--- config.mk ---
export PLATFORM = sky130hd
export DESIGN_NAME = regfile_dump_reader_flat
export DESIGN_NICKNAME = d
export VERILOG_FILES = /design/src/rtl/regfile_dump_reader_pkg.sv /design/src/rtl/regfile_dump_reader_if.sv /design/src/rtl/regfile_dump_reader.sv /design/src/flat_wrapper.sv
export SDC_FILE = /design/constraint.sdc
export NUM_CORES = 1
export LEC_CHECK = 0
export ABC_AREA = 1
export BUFFER_PORTS_ARGS = -buffer_cell sky130_fd_sc_hd__buf_2
export CORE_MARGIN = 2
export CORE_UTILIZATION = 50
export DETAILED_ROUTE_END_ITERATION = 10
export GPL_TIMING_DRIVEN = 0
export HOLD_SLACK_MARGIN = 0.02
export PLACE_DENSITY = 0.82
export SLEW_MARGIN = 20
export SYNTH_ARGS = -nofsm -noshare
export SYNTH_HDL_FRONTEND = slang
export SYNTH_SLANG_ARGS = --single-unit
--- constraint.sdc ---
create_clock -name clk -period 4.5 [get_ports clk]
set_clock_uncertainty 0.2 [all_clocks]
set_input_delay 0.225 -clock clk [delete_from_list [all_inputs] [get_ports clk]]
set_output_delay 0.225 -clock clk [all_outputs]
set_load 0.01 [all_outputs]
--- src/rtl/regfile_dump_reader_pkg.sv ---
// Shared constants, types and FSM state encoding for the register-file dump reader.
// Latency: n/a (types only). Backpressure: n/a.
// Build option: REGDUMP_PARITY_EN adds an even-parity bit alongside each dumped value.
package regdump_pkg;

  localparam int DATA_W   = 64;
  localparam int NUM_REGS = 32;
  localparam int ADDR_W   = 5;
  localparam int CNT_W    = ADDR_W + 1;

  typedef logic [ADDR_W-1:0] reg_idx_t;
  typedef logic [DATA_W-1:0] reg_data_t;
  typedef logic [CNT_W-1:0]  reg_cnt_t;

  typedef enum logic [1:0] {
    IDLE  = 2'd0,
    FETCH = 2'd1,
    SEND  = 2'd2
  } dump_state_t;

  // Requests longer than the file are trimmed to one full pass over it.
  function automatic reg_cnt_t clamp_count(input reg_cnt_t req);
    if (req > reg_cnt_t'(NUM_REGS)) return reg_cnt_t'(NUM_REGS);
    return req;
  endfunction

endpackage

--- src/rtl/regfile_dump_reader_if.sv ---
// Bundle of the dump reader's request, register-file read port and output stream.
// Latency: n/a (wires only). Backpressure: out_ready stalls the output stream.
// Ports: start/start_addr/count request; busy/done status; rd_addr/rd_data read port;
//        out_valid/out_ready/out_data/out_addr/out_last stream (+ out_parity under REGDUMP_PARITY_EN).
// master = the dump reader, slave = requester / register file / consumer side.
interface regfile_dump_reader_if;
  import regdump_pkg::*;

  logic      start;
  reg_idx_t  start_addr;
  reg_cnt_t  count;
  logic      busy;
  reg_idx_t  rd_addr;
  reg_data_t rd_data;
  logic      out_valid;
  logic      out_ready;
  reg_data_t out_data;
  reg_idx_t  out_addr;
  logic      out_last;
  logic      done;
`ifdef REGDUMP_PARITY_EN
  logic      out_parity;
`endif

  modport master (
    input  start, start_addr, count, rd_data, out_ready,
    output busy, rd_addr, out_valid, out_data, out_addr, out_last, done
`ifdef REGDUMP_PARITY_EN
    , output out_parity
`endif
  );

  modport slave (
    output start, start_addr, count, rd_data, out_ready,
    input  busy, rd_addr, out_valid, out_data, out_addr, out_last, done
`ifdef REGDUMP_PARITY_EN
    , input out_parity
`endif
  );

endinterface

--- src/rtl/regfile_dump_reader.sv ---
// Streams a contiguous, wrapping range of registers out of a register file, tagged with index.
// Latency: start accepted at edge N -> first out_valid after edge N+1, then one beat per cycle.
// Backpressure: out_ready low holds out_valid/out_data/out_addr/out_last stable; no beat is lost.
// Ports: clk, rst (async active-high); bus (regfile_dump_reader_if.master).
// Build option: REGDUMP_PARITY_EN adds bus.out_parity, even parity of out_data, registered with it.
module regfile_dump_reader
  import regdump_pkg::*;
(
  input  logic                  clk,
  input  logic                  rst,
  regfile_dump_reader_if.master bus
);

  dump_state_t state;
  reg_idx_t    ptr;        // next register to read; rd_addr follows it directly
  reg_cnt_t    remaining;  // beats still owed, including the one currently on the output

  logic beat_taken;
  assign beat_taken = bus.out_valid && bus.out_ready;

  // The read port always points one register ahead of the output stage so the
  // next value is ready to capture on the same edge the current beat is taken.
  assign bus.rd_addr = ptr;

  always_ff @(posedge clk or posedge rst) begin
    if (rst) begin
      state        <= IDLE;
      ptr          <= '0;
      remaining    <= '0;
      bus.busy     <= 1'b0;
      bus.out_valid <= 1'b0;
      bus.out_data <= '0;
      bus.out_addr <= '0;
      bus.out_last <= 1'b0;
      bus.done     <= 1'b0;
`ifdef REGDUMP_PARITY_EN
      bus.out_parity <= 1'b0;
`endif
    end else begin
      bus.done <= 1'b0;
      case (state)
        IDLE: begin
          // A zero-length request is dropped without touching any state.
          if (bus.start && (bus.count != '0)) begin
            ptr       <= bus.start_addr;
            remaining <= clamp_count(bus.count);
            bus.busy  <= 1'b1;
            state     <= FETCH;
          end
        end

        FETCH: begin
          bus.out_data  <= bus.rd_data;
          bus.out_addr  <= ptr;
          bus.out_last  <= (remaining == reg_cnt_t'(1));
          bus.out_valid <= 1'b1;
`ifdef REGDUMP_PARITY_EN
          bus.out_parity <= ^bus.rd_data;
`endif
          ptr   <= ptr + 1'b1;  // wraps modulo NUM_REGS through the index width
          state <= SEND;
        end

        SEND: begin
          if (beat_taken) begin
            if (remaining > reg_cnt_t'(1)) begin
              // Refill the output from the already-addressed next register.
              bus.out_data <= bus.rd_data;
              bus.out_addr <= ptr;
              bus.out_last <= (remaining == reg_cnt_t'(2));
`ifdef REGDUMP_PARITY_EN
              bus.out_parity <= ^bus.rd_data;
`endif
              ptr       <= ptr + 1'b1;
              remaining <= remaining - 1'b1;
            end else begin
              bus.out_valid <= 1'b0;
              bus.out_last  <= 1'b0;
              bus.busy      <= 1'b0;
              bus.done      <= 1'b1;
              remaining     <= '0;
              state         <= IDLE;
            end
          end
        end

        default: state <= IDLE;
      endcase
    end
  end

endmodule
--- src/flat_wrapper.sv ---
// flat-port wrapper written by rule: the top's interface ports become plain ports
module regfile_dump_reader_flat import regdump_pkg::*;
  (clk, rst, bus_start, bus_start_addr, bus_count, bus_rd_data, bus_out_ready, bus_busy, bus_rd_addr, bus_out_valid, bus_out_data, bus_out_addr, bus_out_last, bus_done);
  regfile_dump_reader_if bus_i ();
  input  logic clk;
  input  logic rst;
  input wire logic [$bits(bus_i.start)-1:0] bus_start;
  input wire logic [$bits(bus_i.start_addr)-1:0] bus_start_addr;
  input wire logic [$bits(bus_i.count)-1:0] bus_count;
  input wire logic [$bits(bus_i.rd_data)-1:0] bus_rd_data;
  input wire logic [$bits(bus_i.out_ready)-1:0] bus_out_ready;
  output wire logic [$bits(bus_i.busy)-1:0] bus_busy;
  output wire logic [$bits(bus_i.rd_addr)-1:0] bus_rd_addr;
  output wire logic [$bits(bus_i.out_valid)-1:0] bus_out_valid;
  output wire logic [$bits(bus_i.out_data)-1:0] bus_out_data;
  output wire logic [$bits(bus_i.out_addr)-1:0] bus_out_addr;
  output wire logic [$bits(bus_i.out_last)-1:0] bus_out_last;
  output wire logic [$bits(bus_i.done)-1:0] bus_done;
  assign bus_i.start = bus_start;
  assign bus_i.start_addr = bus_start_addr;
  assign bus_i.count = bus_count;
  assign bus_i.rd_data = bus_rd_data;
  assign bus_i.out_ready = bus_out_ready;
  assign bus_busy = bus_i.busy;
  assign bus_rd_addr = bus_i.rd_addr;
  assign bus_out_valid = bus_i.out_valid;
  assign bus_out_data = bus_i.out_data;
  assign bus_out_addr = bus_i.out_addr;
  assign bus_out_last = bus_i.out_last;
  assign bus_done = bus_i.done;
  regfile_dump_reader u_core (.clk(clk), .rst(rst), .bus(bus_i));
endmodule
After elaboration in Yosys (flattened, before gate mapping)
Cells that the tools add are included.
W data, S select, Z words.
{"block": "word_totals", "regBits": 86, "out_inout_bits": 78, "input_bits": 79}
{"block": "op_classes", "n_mux": 34, "n_addsub": 2, "magnitude_cmp": 2, "n_eq_ne": 8, "n_reduce_logical": 14}
{"cell": "$mux W64", "n": 2}
{"cell": "$pmux W64 S2", "n": 1}
{"cell": "$mux W6", "n": 5}
{"cell": "$mux W5", "n": 5}
{"cell": "$pmux W5 S3", "n": 1}
{"cell": "$pmux W6 S2", "n": 1}
{"cell": "$reduce_and A3 Y1", "n": 4}
{"cell": "$mux W1", "n": 11}
{"cell": "$pmux W5 S2", "n": 1}
{"cell": "$reduce_and A4 Y1", "n": 2}
{"cell": "$eq A6 B1 Y1 const B", "n": 1}
{"cell": "$eq A6 B2 Y1 const B", "n": 1}
{"cell": "$gt A6 B1 Y1 const B", "n": 1}
{"cell": "$gt A6 B6 Y1 const B", "n": 1}
{"cell": "$mux W2", "n": 3}
{"cell": "$ne A2 B1 Y1 const B", "n": 3}
{"cell": "$pmux W1 S2", "n": 3}
{"cell": "$pmux W2 S3", "n": 1}
{"cell": "$reduce_bool A6 Y1", "n": 1}
{"cell": "$sub A6 B1 Y6 const B", "n": 1}
{"cell": "$add A5 B1 Y5 const B", "n": 1}
{"cell": "$reduce_bool A2 Y1", "n": 2}
{"cell": "$reduce_bool A3 Y1", "n": 1}
{"cell": "$eq A2 B1 Y1 const B", "n": 1}
{"cell": "5 further kinds", "n": 6}

Depth between registers and ports, before layout
{"block": "depth", "word_depth": 7, "depth_mapped": 11}

Worst setup path before layout
No wires, ideal clock.
{"block": "synth_path", "path_type": "reg-to-reg", "startpoint": "register u_core.state[1]", "endpoint": "register u_core.bus.out_addr[0]", "t_required_ps": 4234, "setup_time_ps": 66, "t_arrival_ps": 1480, "path_buffers": 1, "setup_slack_ps": 2753, "path_stages_with_launch": 8, "period_less_slack_ps": 1747, "path_cell_list": "dfrtp_1 inv_1 ha_1 inv_2 nor2_8 buf_1 nand3_1 nand2_1"}
{"block": "synth_between", "elab_chain_cells": 3, "elab_cells_between_ends": 7, "classes_between": "4 x eq/ne; 1 x mux; 2 x reduce/logical"}
{"item": "from (decl)", "line": "regfile_dump_reader.sv:14", "rtl": "dump_state_t state;"}
{"item": "from (signal assigned)", "line": "regfile_dump_reader.sv:27", "rtl": "state <= IDLE;"}
{"item": "from (signal assigned)", "line": "regfile_dump_reader.sv:48", "rtl": "state <= FETCH;"}
{"item": "from (signal assigned)", "line": "regfile_dump_reader.sv:61", "rtl": "state <= SEND;"}
{"item": "$eq A2 B2 Y1 / $eq A2 B1 Y1 (equally long branches)", "line": "regfile_dump_reader.sv:41", "rtl": "case (state)"}
{"item": "$ne A2 B1 Y1 (no source line) / $reduce_bool A2 Y1 (equally long branches)"}
{"item": "$reduce_and A3 Y1 (no source line)"}
{"item": "to (signal assigned)", "line": "regfile_dump_reader.sv:54", "rtl": "bus.out_addr <= ptr;"}
{"item": "to (signal assigned)", "line": "regfile_dump_reader.sv:69", "rtl": "bus.out_addr <= ptr;"}
{"item": "to (decl)", "line": "regfile_dump_reader_if.sv:27", "rtl": "output busy, rd_addr, out_valid, out_data, out_addr, out_last, done"}
Parallel ways exist; a longest one is shown, timed or not.
A chain may end at the register's enable or synchronous reset.

Final worst setup path
{"block": "layout_path", "startpoint": "register u_core.state[0]", "endpoint": "register u_core.bus.out_data[43]"}
{"block": "layout_between", "elab_chain_cells": 3, "elab_cells_between_ends": 7, "classes_between": "4 x eq/ne; 1 x mux; 2 x reduce/logical"}
{"item": "$eq A2 B2 Y1 / $eq A2 B1 Y1 (equally long branches)", "line": "regfile_dump_reader.sv:41"}
{"item": "$ne A2 B1 Y1 (no source line) / $reduce_bool A2 Y1 (equally long branches)"}
{"item": "$reduce_and A3 Y1 (no source line)"}
{"item": "to (signal assigned)", "line": "regfile_dump_reader.sv:53", "rtl": "bus.out_data <= bus.rd_data;"}
{"item": "to (signal assigned)", "line": "regfile_dump_reader.sv:68", "rtl": "bus.out_data <= bus.rd_data;"}
{"item": "to (decl)", "line": "regfile_dump_reader_if.sv:27"}
Parallel ways exist; a longest one is shown, timed or not.

==> impl_metrics.py <==
metrics = {
    "floorplan": {
        "dieArea_mm2": 0.00872,
        "ios": 157,
        "initial_core_util_pct": 51.7,
        "die_h_um": 93.4,
        "num_rows": 32,
        "die_w_um": 93.4,
        "coreArea_mm2": 0.00773,
    },
    "timing": {
        "worstMarginPinSlew_ps": 550,
        "drv_slew": 0,
        "tns_ps": 0,
        "fin_crit_ps": 2200,
        "holdWs_ps": 54.2,
        "hold_viol_final": 0,
        "grt_setup_unrepaired": "no",
        "finalWorstSetupSlack_ps": 2300,
        "finalCritPeriodShare_pct": 48.8,
        "max_freq_mhz": 455,
        "maxSlewHeadroom_pct": 63.3,
        "setup_violations": 0,
    },
    "worst_setup_path": {
        "cp.required_ps": 4580,
        "crit_path_start_kind": "register",
        "cp_num_buf_inv": 3,
        "timing.critical_path.slowest_cell_delay_ps": 390,
        "critPathMaxFanout": 10,
        "crit_type": "register to register",
        "cp-end-kind": "register",
        "cp_cell_sequence": "inv_1 -> ha_1 -> inv_2 -> a21oi_4 -> nor2_8 -> buf_1 -> nand3_1 -> nand2_1",
        "path_delay_family": "buffers and inverters",
        "critical_path.slowest_cell": "dfrtp_1",
        "crit_arrival_ps": 2270,
    },
    "clocking": {
        "cts_buffers": 9,
        "clock_latency_ps": 340,
        "clock_path_buffers": 2,
        "clock_sinks": 86,
        "cts_root_buf": "clkbuf_8",
        "htree_levels": 3,
        "cts_tree": "yes",
        "cts_resized": 0,
        "post_cts_buffers": 0,
        "cts.clk_slew.worst_paths_ps": 80,
    },
    "layout": {
        "fin_util_pct": 75.9,
        "instances_no_fill": 800,
        "area_growth_pct": 46.9,
        "drive_gt1_share_pct": 31.3,
        "fin_nets": 780,
        "finalInstanceArea_mm2": 0.00587,
    },
    "route": {
        "drc": 0,
        "wl_met1_mm": 4.58,
        "highest_layer": "met4",
        "viasPerCell": 5.03,
        "routedWlPerCell_um": 14.9,
        "dr_wl_met3_um": 596,
        "wl_mm": 11.9,
        "routed-wl-met2_mm": 6.30,
        "drtAntennaViolNets": 0,
        "first_pass_iters": 4,
        "drtIter0Drc": 199,
        "vias": 4027,
    },
    "synthesis": {
        "yosysSeqAreaShare_pct": 53.9,
        "ys_ff_latch": 86,
        "async_reset_ff_share_pct": 100,
        "synth_edf_count": 0,
        "yosys_warnings": 0,
        "synth_flop_cell": "dfrtp_1",
        "synthesis.area_mm2": 0.00399,
        "syn_avg_cell_area_um2": 8.82,
        "ys_types": 29,
        "synth_cells": 453,
        "synth_fp_nets": 540,
    },
    "placed_design": {
        "hpwl_mm": 7.44,
        "place_ws_ps": 2420,
        "gp_congestion": 0.836,
        "dpl.cell_count": 712,
        "portBuffers": 156,
        "place_area_mm2": 0.00493,
    },
    "global_route": {
        "antenna_found_initial": 1,
        "grt_pass1_wl_mm": 19.5,
        "grt_max_degree": 45,
        "grt-ovfl-total": 0,
        "grt_util_all_layers_pct": 28.8,
        "grt_pass1_vias": 4234,
    },
    "power_and_ir_drop": {
        "switching_share_pct": 45.6,
        "comb_power_share_pct": 55.2,
        "ir_drop_mv": 0.521,
        "p_sw_mw": 2.04,
        "p_seq_share_pct": 31.7,
        "clockPowerShare_pct": 13.1,
        "internal_power_mw": 2.44,
        "powerDensity_mw_per_mm2": 764,
        "p_total_mw": 4.48,
        "cellLeakagePower_nw": 3.22,
    },
    "outcome": {
        "outcome": "finished, final reports clean",
    },
    "hold_path": {
        "hold_path_class": "input pin to register",
    },
    "job": {
        "cap_violations": 0,
    },
}
## metal layers
| layer | track usage (%) | vias up |
|---|---|---|
| met4 | 15.8 | 0 |
| met3 | 5.16 | 34 |
| met1 | 33.2 | 1913 |
| li1 | - | 1926 |
| met2 | 50.5 | 154 |
| met5 | 0 | - |
## path summary, 6_finish.rpt
path	start	end	slack, ps	cells after the start
setup / recovery	u_core.state[0]$_DFFE_PP0P_	u_core.bus.out_data[43]$_DFFE_PP0P_	2300	8
hold / removal	bus_count[1]	u_core.remaining[1]$_DFFE_PP0P_	50	5
setup reg to reg	u_core.state[0]$_DFFE_PP0P_	u_core.bus.out_data[43]$_DFFE_PP0P_	2300	8
hold reg to reg	u_core.bus.out_addr[2]$_DFFE_PP0P_	u_core.bus.out_addr[2]$_DFFE_PP0P_	270	2
max in group asynchronous	rst	u_core.bus.out_data[13]$_DFFE_PP0P_	3200	4
min in group asynchronous	rst	u_core.bus.out_data[59]$_DFFE_PP0P_	290	3
## power by group through the flow
stage	registers (mW)	logic [mW]	clock network, mW
2_1_floorplan	1.56	1.45	0
3_3_place_gp	1.40	2.29	0
3_5_place_dp	1.42	2.39	0
4_1_cts	1.41	2.44	0.598
5_1_grt	1.46	2.78	0.633
6_report	1.42	2.47	0.589
## worst min-delay path, cell delays in order
cell	delay (ps)
buf_2	90
nand3_1	70
o21ai_0	80
nand2_1	60
nand2_1	50
## state kept, by name, indices dropped and copies added (netlist names)
signal / flops
u_core.bus.out_valid: 1
u_core.bus.out_data: 64
u_core.state: 2
u_core.bus.out_addr: 5
u_core.bus.out_last: 1
u_core.bus.done: 1
u_core.bus.rd_addr: 5
u_core.bus.busy: 1
u_core.remaining: 6
## synthesized netlist by cell type, types with 5 or more instances
| master | count | area share (%) |
|---|---|---|
| ha_1 | 8 | 2.5 |
| nand3_1 | 60 | 7.5 |
| buf_6 | 5 | 1.4 |
| buf_2 | 5 | 0.63 |
| nand2_1 | 190 | 18 |
| nand3_2 | 21 | 5.3 |
| o21ai_0 | 13 | 1.6 |
| dfrtp_1 | 86 | 54 |
| nor2_1 | 14 | 1.3 |
| inv_1 | 15 | 1.4 |
## cells in the final DEF, fill, tap and decap left out, drive strengths merged
cell type / Yosys / layout
o21ai: 13 / 13
buf: 17 / 174
or2: 1 / 1
dfrtp: 86 / 86
clkbuf: 4 / 14
xnor2: 1 / 1
o21a: 1 / 1
mux2i: 2 / 2
xor2: 4 / 4
dlygate4sd3: 0 / 72
nand3b: 1 / 1
nor2: 17 / 17
clkinvlp: 0 / 2
bufinv: 0 / 2
ha: 8 / 8
o21bai: 3 / 3
a21oi: 3 / 3
diode: 0 / 1
inv: 19 / 20
nand2: 192 / 192
nand3: 81 / 81
## cell families after synthesis
group / after synthesis / share of synthesized area, %
xor gates and xnor gates: 5 / 1.10
DFF: 86 / 53.9
AOI/OAI and AO/OA: 20 / 3.04
adders and majority gates: 8 / 2.51
buffers and inverters: 40 / 5.29
muxes: 2 / 0.501
and+or+nand+nor: 292 / 33.7
## area by class of cell
cell class / count / area, µm²
Tap cell: 102 / 128
Clock inverter: 5 / 83.8
Inverter: 19 / 76.3
Timing Repair Buffer: 229 / 1530
Antenna cell: 1 / 2.50
Buffer: 21 / 138
Clock buffer: 10 / 128
Fill cell: 544 / 1860
Sequential cell: 86 / 2150
Multi-Input combinational cell: 327 / 1630
## repair_timing
item	CTS	global route
setup endpoints to repair	0	0
hold endpoints to repair	113	0
hold buffers	72	0
Power figures use the tool's default switching activity.
